## src/rtl/pulse_train_gen.sv

```systemverilog
// Programmable multi-channel pulse-train sequencer: N pulses of H high / L low cycles on masked channels.
// Optional endless mode for N=0 is enabled by defining PULSE_TRAIN_CONTINUOUS_EN.
module pulse_train_gen #(
  parameter int CHANNELS = 4,
  parameter int LEN_W    = 8,
  parameter int CNT_W    = 8
) (
  input  logic                clock,
  input  logic                reset,
  input  logic                start,
  input  logic                stop,
  input  logic [LEN_W-1:0]    high_len,
  input  logic [LEN_W-1:0]    low_len,
  input  logic [CNT_W-1:0]    pulse_cnt,
  input  logic [CHANNELS-1:0] ch_mask,
  output logic [CHANNELS-1:0] signal,
  output logic                busy,
  output logic                done
);

  typedef enum logic [1:0] {S_IDLE = 2'd0, S_HIGH = 2'd1, S_LOW = 2'd2} state_t;

  state_t              r_state;
  logic [LEN_W-1:0]    r_phase;
  logic [CNT_W-1:0]    r_left;
  logic [LEN_W-1:0]    r_high;
  logic [LEN_W-1:0]    r_low;
  logic [CHANNELS-1:0] r_mask;
  logic                r_cont;
  logic [CHANNELS-1:0] r_signal;
  logic                r_busy;
  logic                r_done;

  logic [LEN_W-1:0]    w_high_eff;
  logic [LEN_W-1:0]    w_low_eff;

  // Zero-length phases are stretched to one cycle.
  assign w_high_eff = (high_len == '0) ? LEN_W'(1) : high_len;
  assign w_low_eff  = (low_len  == '0) ? LEN_W'(1) : low_len;

  // r_phase holds the cycles remaining in the current phase after this one.
  always_ff @(posedge clock or posedge reset) begin
    if (reset) begin
      r_state  <= S_IDLE;
      r_phase  <= '0;
      r_left   <= '0;
      r_high   <= '0;
      r_low    <= '0;
      r_mask   <= '0;
      r_cont   <= 1'b0;
      r_signal <= '0;
      r_busy   <= 1'b0;
      r_done   <= 1'b0;
    end else begin
      r_done <= 1'b0;
      case (r_state)
        S_IDLE: begin
          if (start && !stop) begin
            r_high <= w_high_eff;
            r_low  <= w_low_eff;
            r_mask <= ch_mask;
            if (pulse_cnt != '0) begin
              r_state  <= S_HIGH;
              r_signal <= ch_mask;
              r_busy   <= 1'b1;
              r_phase  <= w_high_eff - LEN_W'(1);
              r_left   <= pulse_cnt - CNT_W'(1);
              r_cont   <= 1'b0;
            end else begin
`ifdef PULSE_TRAIN_CONTINUOUS_EN
              r_state  <= S_HIGH;
              r_signal <= ch_mask;
              r_busy   <= 1'b1;
              r_phase  <= w_high_eff - LEN_W'(1);
              r_left   <= '0;
              r_cont   <= 1'b1;
`else
              r_done   <= 1'b1;
              r_cont   <= 1'b0;
`endif
            end
          end
        end
        S_HIGH: begin
          if (stop) begin
            r_state  <= S_IDLE;
            r_signal <= '0;
            r_busy   <= 1'b0;
            r_phase  <= '0;
            r_left   <= '0;
          end else if (r_phase == '0) begin
            r_state  <= S_LOW;
            r_signal <= '0;
            r_phase  <= r_low - LEN_W'(1);
          end else begin
            r_phase <= r_phase - LEN_W'(1);
          end
        end
        S_LOW: begin
          if (stop) begin
            r_state  <= S_IDLE;
            r_signal <= '0;
            r_busy   <= 1'b0;
            r_phase  <= '0;
            r_left   <= '0;
          end else if (r_phase == '0) begin
            if (r_cont || (r_left != '0)) begin
              r_state  <= S_HIGH;
              r_signal <= r_mask;
              r_phase  <= r_high - LEN_W'(1);
              if (!r_cont) begin
                r_left <= r_left - CNT_W'(1);
              end
            end else begin
              r_state  <= S_IDLE;
              r_busy   <= 1'b0;
              r_done   <= 1'b1;
            end
          end else begin
            r_phase <= r_phase - LEN_W'(1);
          end
        end
        default: begin
          r_state  <= S_IDLE;
          r_signal <= '0;
          r_busy   <= 1'b0;
          r_phase  <= '0;
          r_left   <= '0;
        end
      endcase
    end
  end

  assign signal = r_signal;
  assign busy   = r_busy;
  assign done   = r_done;

endmodule
```

## config.mk

```make
export PLATFORM = sky130hd
export DESIGN_NAME = pulse_train_gen
export DESIGN_NICKNAME = d
export VERILOG_FILES = /design/src/rtl/pulse_train_gen.sv
export SDC_FILE = /design/constraint.sdc
export NUM_CORES = 1
export LEC_CHECK = 0
export BUFFER_PORTS_ARGS = -buffer_cell sky130_fd_sc_hd__buf_2
export CELL_PAD_IN_SITES_DETAIL_PLACEMENT = 1
export CELL_PAD_IN_SITES_GLOBAL_PLACEMENT = 1
export CORE_MARGIN = 1
export CORE_UTILIZATION = 45
export DETAILED_ROUTE_END_ITERATION = 6
export HOLD_SLACK_MARGIN = 0.03
export PLACE_DENSITY_LB_ADDON = 0.1
export SLEW_MARGIN = 20
export SYNTH_ARGS = -nofsm -noshare
export SYNTH_HDL_FRONTEND = slang
export SYNTH_SLANG_ARGS = --single-unit
```

## constraint.sdc

```tcl
create_clock -name clock -period 2.2 [get_ports clock]
set_input_delay 0.44 -clock clock [delete_from_list [all_inputs] [get_ports clock]]
set_output_delay 0.44 -clock clock [all_outputs]
set_load 0.02 [all_outputs]
```

==> results of run 1 <==
## worst max-delay path by stage
stage | end | slack [ns] | cells past startpoint
after CTS | r_left[0]$_DFFE_PP0P_ | 0.02 | 7
after global placement | signal[1]$_DFFE_PP0P_ | 0.10 | 7
after global routing | r_phase[4]$_DFFE_PP0P_ | -0.005 | 7
after floorplan | r_left[7]$_DFFE_PP0P_ | 0.17 | 7
final | r_phase[6]$_DFFE_PP0P_ | 0.09 | 5
after detailed placement | signal[0]$_DFFE_PP0P_ | 0.03 | 7
## cells in the mapped netlist (all sizes together), types with 2 or more instances
cell type   n  area share [%]
a31oi      14             3.0
or2         3            0.64
or3         4            0.85
xnor2      11             3.3
a22o        4             1.2
nand2b      5             1.1
nor3       13             2.4
and3        4            0.85
nand3       3            0.68
a211oi      5             1.7
or3b        2            0.60
o31ai       4             1.0
nor4        6             1.5
mux2       24             9.2
a21oi      11             2.1
o22ai      11             2.3
nor3b       8             2.2
buf         7             1.5
a2bb2oi     3            0.89
dfrtp      44              37
xor2        8             2.4
a32oi       3            0.89
nand2      23             2.9
nor2       27             3.6
a21o        3            0.77
ha          9             3.8
clkbuf      5            0.64
inv        14             1.8
a221oi      2            0.60
or4         6             1.7
o21ai      18             3.2
## repair_timing
item	4_1_cts	5_1_grt
gates cloned	0	0
endpoints found under the setup margin	1	17
gates resized for setup	1	10
pin swaps	0	2
setup buffers	0	0
hold endpoints to repair	0	0
## power groups by stage
stage	clock, mW	sequential (mW)	combinational (mW)
global route	0.641	1.65	2.53
floorplan	0	1.54	1.46
global placement	0	1.56	2.17
detailed placement	0	1.59	2.22
CTS	0.615	1.58	2.25
finish	0.601	1.59	2.31
## registers in the layout (all words and copies together) (netlist names)
signal / cells
signal: 4
r_left: 8
r_low: 8
r_high: 8
r_phase: 8
r_mask: 4
done: 1
r_state: 2
busy: 1
## final cells by class
type	instances	area, um^2	area share, %
Sequential cell	44	1100	31.0
Timing Repair Buffer	66	432	12.2
Multi-Input combinational cell	245	1770	49.9
Inverter	14	52.6	1.48
Clock buffer	5	68.8	1.94
Tap cell	77	96.3	2.71
Clock inverter	1	30.0	0.846
## placed cells by master, fill, tap and decap left out, types with 7 or more instances in the layout
master	count
buf_2	37
o22ai_1	11
a21oi_1	9
xnor2_1	11
inv_1	11
nor2_1	25
mux2_2	22
nor3b_1	7
nor3_1	12
nand2_1	22
o21ai_0	16
a31oi_1	14
buf_4	26
xor2_1	8
dfrtp_1	44
ha_1	8
## worst max-delay path, cell delays in order (launching register included)
cell and delay, ns:
dfrtp_1 0.43, or3_1 0.46, or3b_1 0.39, and3_1 0.19, o31ai_1 0.34, a31oi_1 0.17
## metal layers
metal  share of wire [%]  vias up
met5                   0        -
met4                0.92        0
met3                 4.6        8
met2                  47       56
met1                  48     1337
li1                    -     1295
## cells by family (layout without fill, tap and decap cells)
logic type	count (synthesis)	count (layout)	share of synthesized area, %
and+or+nand+nor	108	108	20.3
AOI/OAI and AO/OA	85	85	19.7
DFF	44	44	37.4
buffers and inverters	26	86	3.91
muxes	24	24	9.18
xor gates and xnor gates	19	19	5.65
adders and majority gates	9	9	3.83
==> results.json, run 1 <==
{
  "status": "finished, final reports clean",
  "pre_cts_ws_ns": 0.0259,
  "worst-setup-path-type": "flop to flop",
  "drive_above_1_share_pct": 31.2,
  "tns_ns": 0,
  "placed_cells": 446,
  "clock_skew_ns": 0.0105,
  "p_sw_share_pct": 42.0,
  "vias_per_cell": 5.96,
  "finalNetCount": 417,
  "port_buffers": 37,
  "max_slew_margin_pct": 56.5,
  "die_h_um": 82.9,
  "power.share.sequential_pct": 35.3,
  "antenna_found_initial": 0,
  "gr-usage-met2_pct": 41.2,
  "start_kind": "flop",
  "diodes": 0,
  "firstDrtPassIters": 4,
  "totalWireLength_mm": 8.44,
  "io_pins": 38,
  "setup_viol": 0,
  "regToRegEndpoint": "r_phase[6]$_DFFE_PP0P_",
  "clock-sinks": 44,
  "ctsRootBufferMaster": "clkbuf_8",
  "reg2reg_from": "r_high[3]$_DFFE_PP0P_",
  "grt_use_total_pct": 25.6,
  "path_max_fanout": 5,
  "final_cells": 452,
  "n_fill_cell": 775,
  "switchingPower_mw": 1.89,
  "reg2reg_setup_slack_ns": 0.09,
  "area_growth_pct": 20.7,
  "fin_ws_ns": 0.0943,
  "drt.antenna.violating_nets": 0,
  "worstSkewPairLatency_ns": 0.29,
  "synth.avg_cell_area_um2": 9.34,
  "gp_congestion": 0.850,
  "rsz0062_at_grt": "yes",
  "tightest_slew_ns": 0.652,
  "die_w_um": 82.9,
  "cts-htree-levels": 2,
  "grt_start_max_net_pins": 26,
  "synth.distinct_cells": 55,
  "p_leak_nw": 1.54,
  "worstPathArrival_ns": 2.26,
  "synth_area_um2": 2940,
  "period_needed_ns": 2.11,
  "grt_pass1_wl_mm": 14.1,
  "met1_usage_pct": 36.2,
  "power_frac_clock_pct": 13.4,
  "cp.required_ns": 2.36,
  "syn_inst": 315,
  "wl_per_cell_um": 18.7,
  "drc": 0,
  "syn-num-nets": 356,
  "maxSlewViolCount": 0,
  "synth_warnings": 0,
  "cts_buffer_depth": 2,
  "grt_pass1_vias": 2819,
  "maxCapViolations": 0,
  "hold_path.class": "primary input to async pin",
  "synthArstFlopShare_pct": 100,
  "holdWs_ns": 0.166,
  "clock.fmax_ghz": 0.475,
  "final_area_um2": 3550,
  "synth-seq-cells": 44,
  "hold_viol_final": 0,
  "start_util_pct": 46.6,
  "cts.clk_slew.worst_paths_ns": 0.09,
  "fp.coreArea_um2": 6310,
  "ys_seq_area_share_pct": 37.4,
  "end_kind": "flop",
  "grt.overflow.total": 0,
  "die_area_um2": 6870,
  "via_count": 2696,
  "top_usage_layer": "met2",
  "cts_buffers": 5,
  "dpl_cell_area_um2": 3400,
  "utilization_pct": 56.2,
  "use_met3_pct": 4.08,
  "drtIter0Drc": 126,
  "synth_ff_type": "dfrtp_1",
  "crit_path_start": "r_high[3]$_DFFE_PP0P_",
  "tritoncts": "built",
  "reg2reg_depth": 5,
  "finalPower_mw": 4.49,
  "p_int_mw": 2.61,
  "vdd.ir_drop.worst_mv": 0.638,
  "p_per_area_nw_per_um2": 1270,
  "power_frac_comb_pct": 51.3,
  "finalCritPeriodShare_pct": 95.7,
  "synth_edf_count": 0,
  "cts_hold_buffers": 0,
  "floorplan.rows": 29,
  "hpwl_mm": 6.60
}
Note: power is estimated with default switching activity, not from simulation.
==> run 2, diff against run 1 <==
CORE_UTILIZATION = 30   (was 45)
TNS_END_PERCENT = 30   (was default)
clock period = 2.6 ns   (was 2.2 ns; I/O delays follow)
==> run 2 against run 1 <==
  * Clock-buffer cell count unchanged
  * Global-route usage down 6.9 points
  * Setup slack better by 0.10 ns
  * Highest routed layer unchanged
  * Critical endpoint is now signal[2]$_DFFE_PP0P_
==> results.json, run 2 (synthesized netlist as in run 1, its figures left out) <==
{
  "met1_usage_pct": 27.5,
  "max_slew_margin_pct": 54.3,
  "worstSkewPairLatency_ns": 0.30,
  "wl_per_cell_um": 18.1,
  "maxCapViolations": 0,
  "grt_use_total_pct": 18.7,
  "fin_ws_ns": 0.199,
  "grt_pass1_wl_mm": 14.4,
  "tightest_slew_ns": 0.686,
  "tns_ns": 0,
  "cp.required_ns": 2.79,
  "die_h_um": 101,
  "die_w_um": 101,
  "firstDrtPassIters": 4,
  "maxSlewViolCount": 0,
  "postCtsSetupRepairBufs": 0,
  "fp.coreArea_um2": 9370,
  "worstPathArrival_ns": 2.59,
  "cts_hold_buffers": 0,
  "placed_cells": 480,
  "floorplan.rows": 35,
  "vias_per_cell": 5.29,
  "area_growth_pct": 15.2,
  "vdd.ir_drop.worst_mv": 0.355,
  "start_kind": "flop",
  "drt.antenna.violating_nets": 0,
  "cts_buffers": 5,
  "drive_above_1_share_pct": 26.0,
  "p_leak_nw": 1.43,
  "ctsRootBufferMaster": "clkbuf_8",
  "end_kind": "flop",
  "pre_cts_ws_ns": 0.235,
  "rsz0062_at_grt": "no",
  "layout_commonest_cell": "dfrtp_1",
  "cts_buffer_depth": 2,
  "io_pins": 38,
  "clock-sinks": 44,
  "drc": 0,
  "setup_viol": 0,
  "status": "finished, final reports clean",
  "gp_congestion": 0.762,
  "tritoncts": "built",
  "grt_pass1_vias": 2633,
  "hold_viol_final": 0,
  "p_per_area_nw_per_um2": 1040,
  "port_buffers": 37,
  "gr-usage-met2_pct": 29.4,
  "period_needed_ns": 2.40,
  "antenna_found_initial": 0,
  "final_cells": 487,
  "finalCritPeriodShare_pct": 92.3,
  "path_max_fanout": 5,
  "diodes": 0,
  "drtIter0Drc": 111,
  "hold_path.class": "primary input to async pin",
  "n_fill_cell": 1148,
  "via_count": 2575,
  "reg2reg_setup_slack_ns": 0.20,
  "clock.fmax_ghz": 0.416,
  "worst-setup-path-type": "flop to flop",
  "use_met3_pct": 2.29,
  "clock_skew_ns": 0.00376,
  "totalWireLength_mm": 8.83,
  "start_util_pct": 31.4,
  "cts.clk_slew.worst_paths_ns": 0.09,
  "final_cell_mix": "dfrtp_1 (44), buf_2 (37), nor2_1 (25)",
  "hpwl_mm": 6.60,
  "grt_start_max_net_pins": 45,
  "grt.overflow.total": 0,
  "finalNetCount": 399,
  "cts-htree-levels": 2,
  "ctsResizeCount": 0,
  "top_usage_layer": "met2",
  "die_area_um2": 10200
}
-- run 2: cell count changes in the layout (fill, tap and decap cells not counted), sizes merged --
| cell | before | now |
|---|---|---|
| clkinvlp | 0 | 1 |
| buf | 66 | 48 |
| clkinv | 0 | 1 |
| bufinv | 1 | 0 |
-- run 2: critical path, cell delays in order (launching register included) --
cell     delay (ns)
dfrtp_1        0.44
inv_1          0.10
ha_1           0.19
or3b_1         0.48
nor2_2         0.20
nand2_1        0.15
a21oi_2        0.35
mux2_2         0.38
-- run 2: final cells by class --
class	count	area [um^2]	area share, %
multi-input cells	245	1730	50.9
flip-flops and latches	44	1100	32.5
repair buffers	48	268	7.90
well taps	129	161	4.76
clock buffers	5	68.8	2.03
inverters	14	52.6	1.55
clock inverters	2	12.5	0.369
-- run 2: final timing paths --
check                                       startpoint                endpoint  depth (start not counted)
max in group asynchronous                        reset  r_state[0]$_DFFE_PP0P_                          3
worst max register to register  r_phase[0]$_DFFE_PP0P_   signal[2]$_DFFE_PP0P_                          7
min in group clock                         high_len[1]   r_high[1]$_DFFE_PP0P_                          3
worst max-delay path            r_phase[0]$_DFFE_PP0P_   signal[2]$_DFFE_PP0P_                          7
worst min register to register   r_mask[1]$_DFFE_PP0P_   r_mask[1]$_DFFE_PP0P_                          1
worst min-delay path                             reset   r_high[2]$_DFFE_PP0P_                          3
-- run 2: through the flow --
step	util (%)	instance area (um^2)	hold slack (ns)	power [mW]
floorplan	-	2940	0.459	2.53
global placement	35.3	3310	0.469	3.07
detailed placement	35.3	3310	0.483	3.08
CTS	36.2	3390	0.384	3.54
global route	36.2	3390	0.423	3.80
finish	36.2	3390	0.363	3.51
-- run 2: power breakdown --
part           internal [mW]  total (mW)  leakage [nW]  switching [mW]
combinational          0.771        1.67         0.848           0.897
sequential             0.998        1.40         0.540           0.402
clock                  0.183       0.446        0.0400           0.263
-- run 2: layer usage --
metal	vias to the layer above	routed length, um
li1	1265	-
met1	1267	4490
met2	39	4040
met3	4	243
met4	0	54
met5	-	0
==> run 3, diff against run 2 <==
ABC_AREA = 1   (was default)
==> run 3 against run 2 <==
  * Area after synthesis up 3.3%
  * Clock-buffer cell count unchanged
  * Critical path type unchanged
  * Combinational power up 24%
  * Critical path depth up 2
  * Synthesized cell count up 41%
  * Largest power group unchanged
==> results.json, run 3 <==
{
  "status": "finished, final reports clean",
  "worstSkewPairLatency_ns": 0.30,
  "start_util_pct": 31.1,
  "synth.avg_cell_area_um2": 6.83,
  "tns_ns": 0,
  "worstPathArrival_ns": 2.20,
  "n_fill_cell": 1297,
  "max_slew_margin_pct": 59.0,
  "maxSlewViolCount": 0,
  "synth_top_area_share_pct": 36.2,
  "port_buffers": 37,
  "worstPathCellList": "inv_1 > ha_1 > nand2_1 > nor2_4 > inv_2 > o21ai_4 > inv_4 > nand2_1 > o21ai_2",
  "diodes": 0,
  "cts_buffers": 5,
  "synthArstFlopShare_pct": 100,
  "hold_path.class": "primary input to async pin",
  "ctsResizeCount": 0,
  "critical-path-top-delay-family": "simple AND/OR/NAND/NOR gates",
  "layout_commonest_cell": "nand2_1",
  "ys_seq_area_share_pct": 36.2,
  "start_kind": "flop",
  "cts.clk_slew.worst_paths_ns": 0.09,
  "grt_pass1_vias": 3001,
  "p_per_area_nw_per_um2": 1100,
  "synth_most_common_cell": "nand2_1",
  "drc": 0,
  "area_growth_pct": 14.7,
  "hold_viol_final": 0,
  "dr_wl_met2_mm": 4.04,
  "end_kind": "flop",
  "die_h_um": 103,
  "wl_per_cell_um": 14.3,
  "firstDrtPassIters": 4,
  "cp_num_buf_inv": 3,
  "slowest_delay_ns": 0.40,
  "synth-seq-cells": 44,
  "highest_layer": "met4",
  "multiInputGateArea_um2": 1640,
  "totalWireLength_mm": 8.86,
  "gp_congestion": 0.858,
  "grt_start_max_net_pins": 45,
  "io_pins": 38,
  "die_area_um2": 10500,
  "rsz0062_at_grt": "no",
  "setup_viol": 0,
  "clock.fmax_ghz": 0.500,
  "synth_area_um2": 3040,
  "synth.distinct_cells": 34,
  "finalCritPeriodShare_pct": 77.0,
  "ctsRootBufferMaster": "clkbuf_8",
  "syn-num-nets": 486,
  "postCtsSetupRepairBufs": 0,
  "via_count": 2962,
  "met3_length_um": 196,
  "antenna_found_initial": 0,
  "slowest_stage": "dfrtp_1",
  "tritoncts": "built",
  "drive_above_1_share_pct": 16.2,
  "drt.antenna.violating_nets": 0,
  "cts_buffer_depth": 2,
  "drtIter0Drc": 74,
  "synth_ff_type": "dfrtp_1",
  "clock-sinks": 44,
  "syn_inst": 445,
  "grt_use_total_pct": 18.5,
  "fp.coreArea_um2": 9770,
  "finalNetCount": 527,
  "wl_met1_mm": 4.54,
  "die_w_um": 103,
  "p_leak_nw": 1.76,
  "synth_edf_count": 0,
  "vdd.ir_drop.worst_mv": 0.286,
  "synth_area_leaders": "dfrtp_1 (36%), nand2_1 (18%), inv_1 (6.9%)",
  "cts_hold_buffers": 0,
  "synthTopCellsByCount": "nand2_1 (142), inv_1 (56), dfrtp_1 (44), o21ai_0 (37), nand3_1 (33)",
  "finalPower_mw": 3.84,
  "cpMostUsedCell": "nand2_1",
  "cp.required_ns": 2.80,
  "floorplan.rows": 36,
  "maxCapViolations": 0,
  "worst-setup-path-type": "flop to flop",
  "period_needed_ns": 2.00,
  "cts-htree-levels": 2,
  "grt_pass1_wl_mm": 15.0,
  "clock_skew_ns": 0.00645,
  "path_max_fanout": 14,
  "hpwl_mm": 6.97,
  "final_cell_mix": "nand2_1 (142), inv_1 (55), dfrtp_1 (44)",
  "grt.overflow.total": 0,
  "tightest_slew_ns": 0.615,
  "vias_per_cell": 4.78,
  "synth_top_area_cell": "dfrtp_1",
  "synth_warnings": 0,
  "seq_area_um2": 1100
}
## run 3: cell types whose count changed after synthesis, moves of 6 or more
cell     change
a31oi_1     -13
inv_1       +42
inv_2        +9
mux2_2      -22
nand2_1    +119
nand3_1     +31
nand4_1      +6
nor3_1       -6
nor3b_1      -7
o21ai_0     +21
xnor2_1     -10
## run 3: routing by layer
metal,vias to the layer above,global-route usage [%]
li1,1522,-
met1,1399,26.1
met2,34,30.4
met3,7,2.24
met4,0,3.96
met5,-,0
## run 3: final timing paths
path                                         from                     end  slack [ns]  cells past startpoint
setup / recovery           r_phase[0]$_DFFE_PP0P_  r_phase[3]$_DFFE_PP0P_        0.60                      9
hold / removal                              reset   r_left[2]$_DFFE_PP0P_        0.35                      3
setup reg to reg           r_phase[0]$_DFFE_PP0P_  r_phase[3]$_DFFE_PP0P_        0.60                      9
hold reg to reg             r_mask[2]$_DFFE_PP0P_   r_mask[2]$_DFFE_PP0P_        0.48                      2
max in group asynchronous                   reset  r_phase[1]$_DFFE_PP0P_        1.83                      3
min in group clock                     low_len[2]    r_low[2]$_DFFE_PP0P_        0.43                      3
## run 3: final cells by class
class / instances / share of cell area (%)
clock buffers: 5 / 1.97
clock inverters: 3 / 1.22
inverters: 66 / 7.18
multi-input cells: 328 / 47.1
flip-flops and latches: 44 / 31.6
well taps: 133 / 4.77
repair buffers: 41 / 6.17
## run 3: report_power, final
part	switching, mW	internal (mW)
Sequential	0.225	0.993
Clock	0.261	0.285
Combinational	1.39	0.678
## run 3: logic make-up (layout without fill, tap and decap cells)
family                     after synthesis  after routing  share of synthesized area, %
AOI/OAI and AO/OA                       83             83                          16.3
xor gates and xnor gates                 5              5                          1.44
adders and majority gates                9              9                          3.71
buffers and inverters                   73            115                          9.72
DFF                                     44             44                          36.2
and+or+nand+nor                        231            231                          32.6
## run 3: worst register-to-register path: cells and delay by family, from the launching register on
kind            cells  cell delay, ns
fa+ha+maj           1            0.17
simple gates        3            0.51
buf+inv             3            0.46
compound gates      2            0.35
flops               1            0.40
## run 3: through the flow
step                cell area [um^2]  worst slack [ns]  util [%]  cells  hold WS (ns)
floorplan                       3040             0.863         -    445         0.443
global placement                3380             0.564      34.5    612         0.456
detailed placement              3380             0.505      34.5    612         0.464
CTS                             3490             0.608      35.7    620         0.385
global route                    3490             0.476      35.7    620         0.422
finish                          3490             0.598      35.7    620         0.346
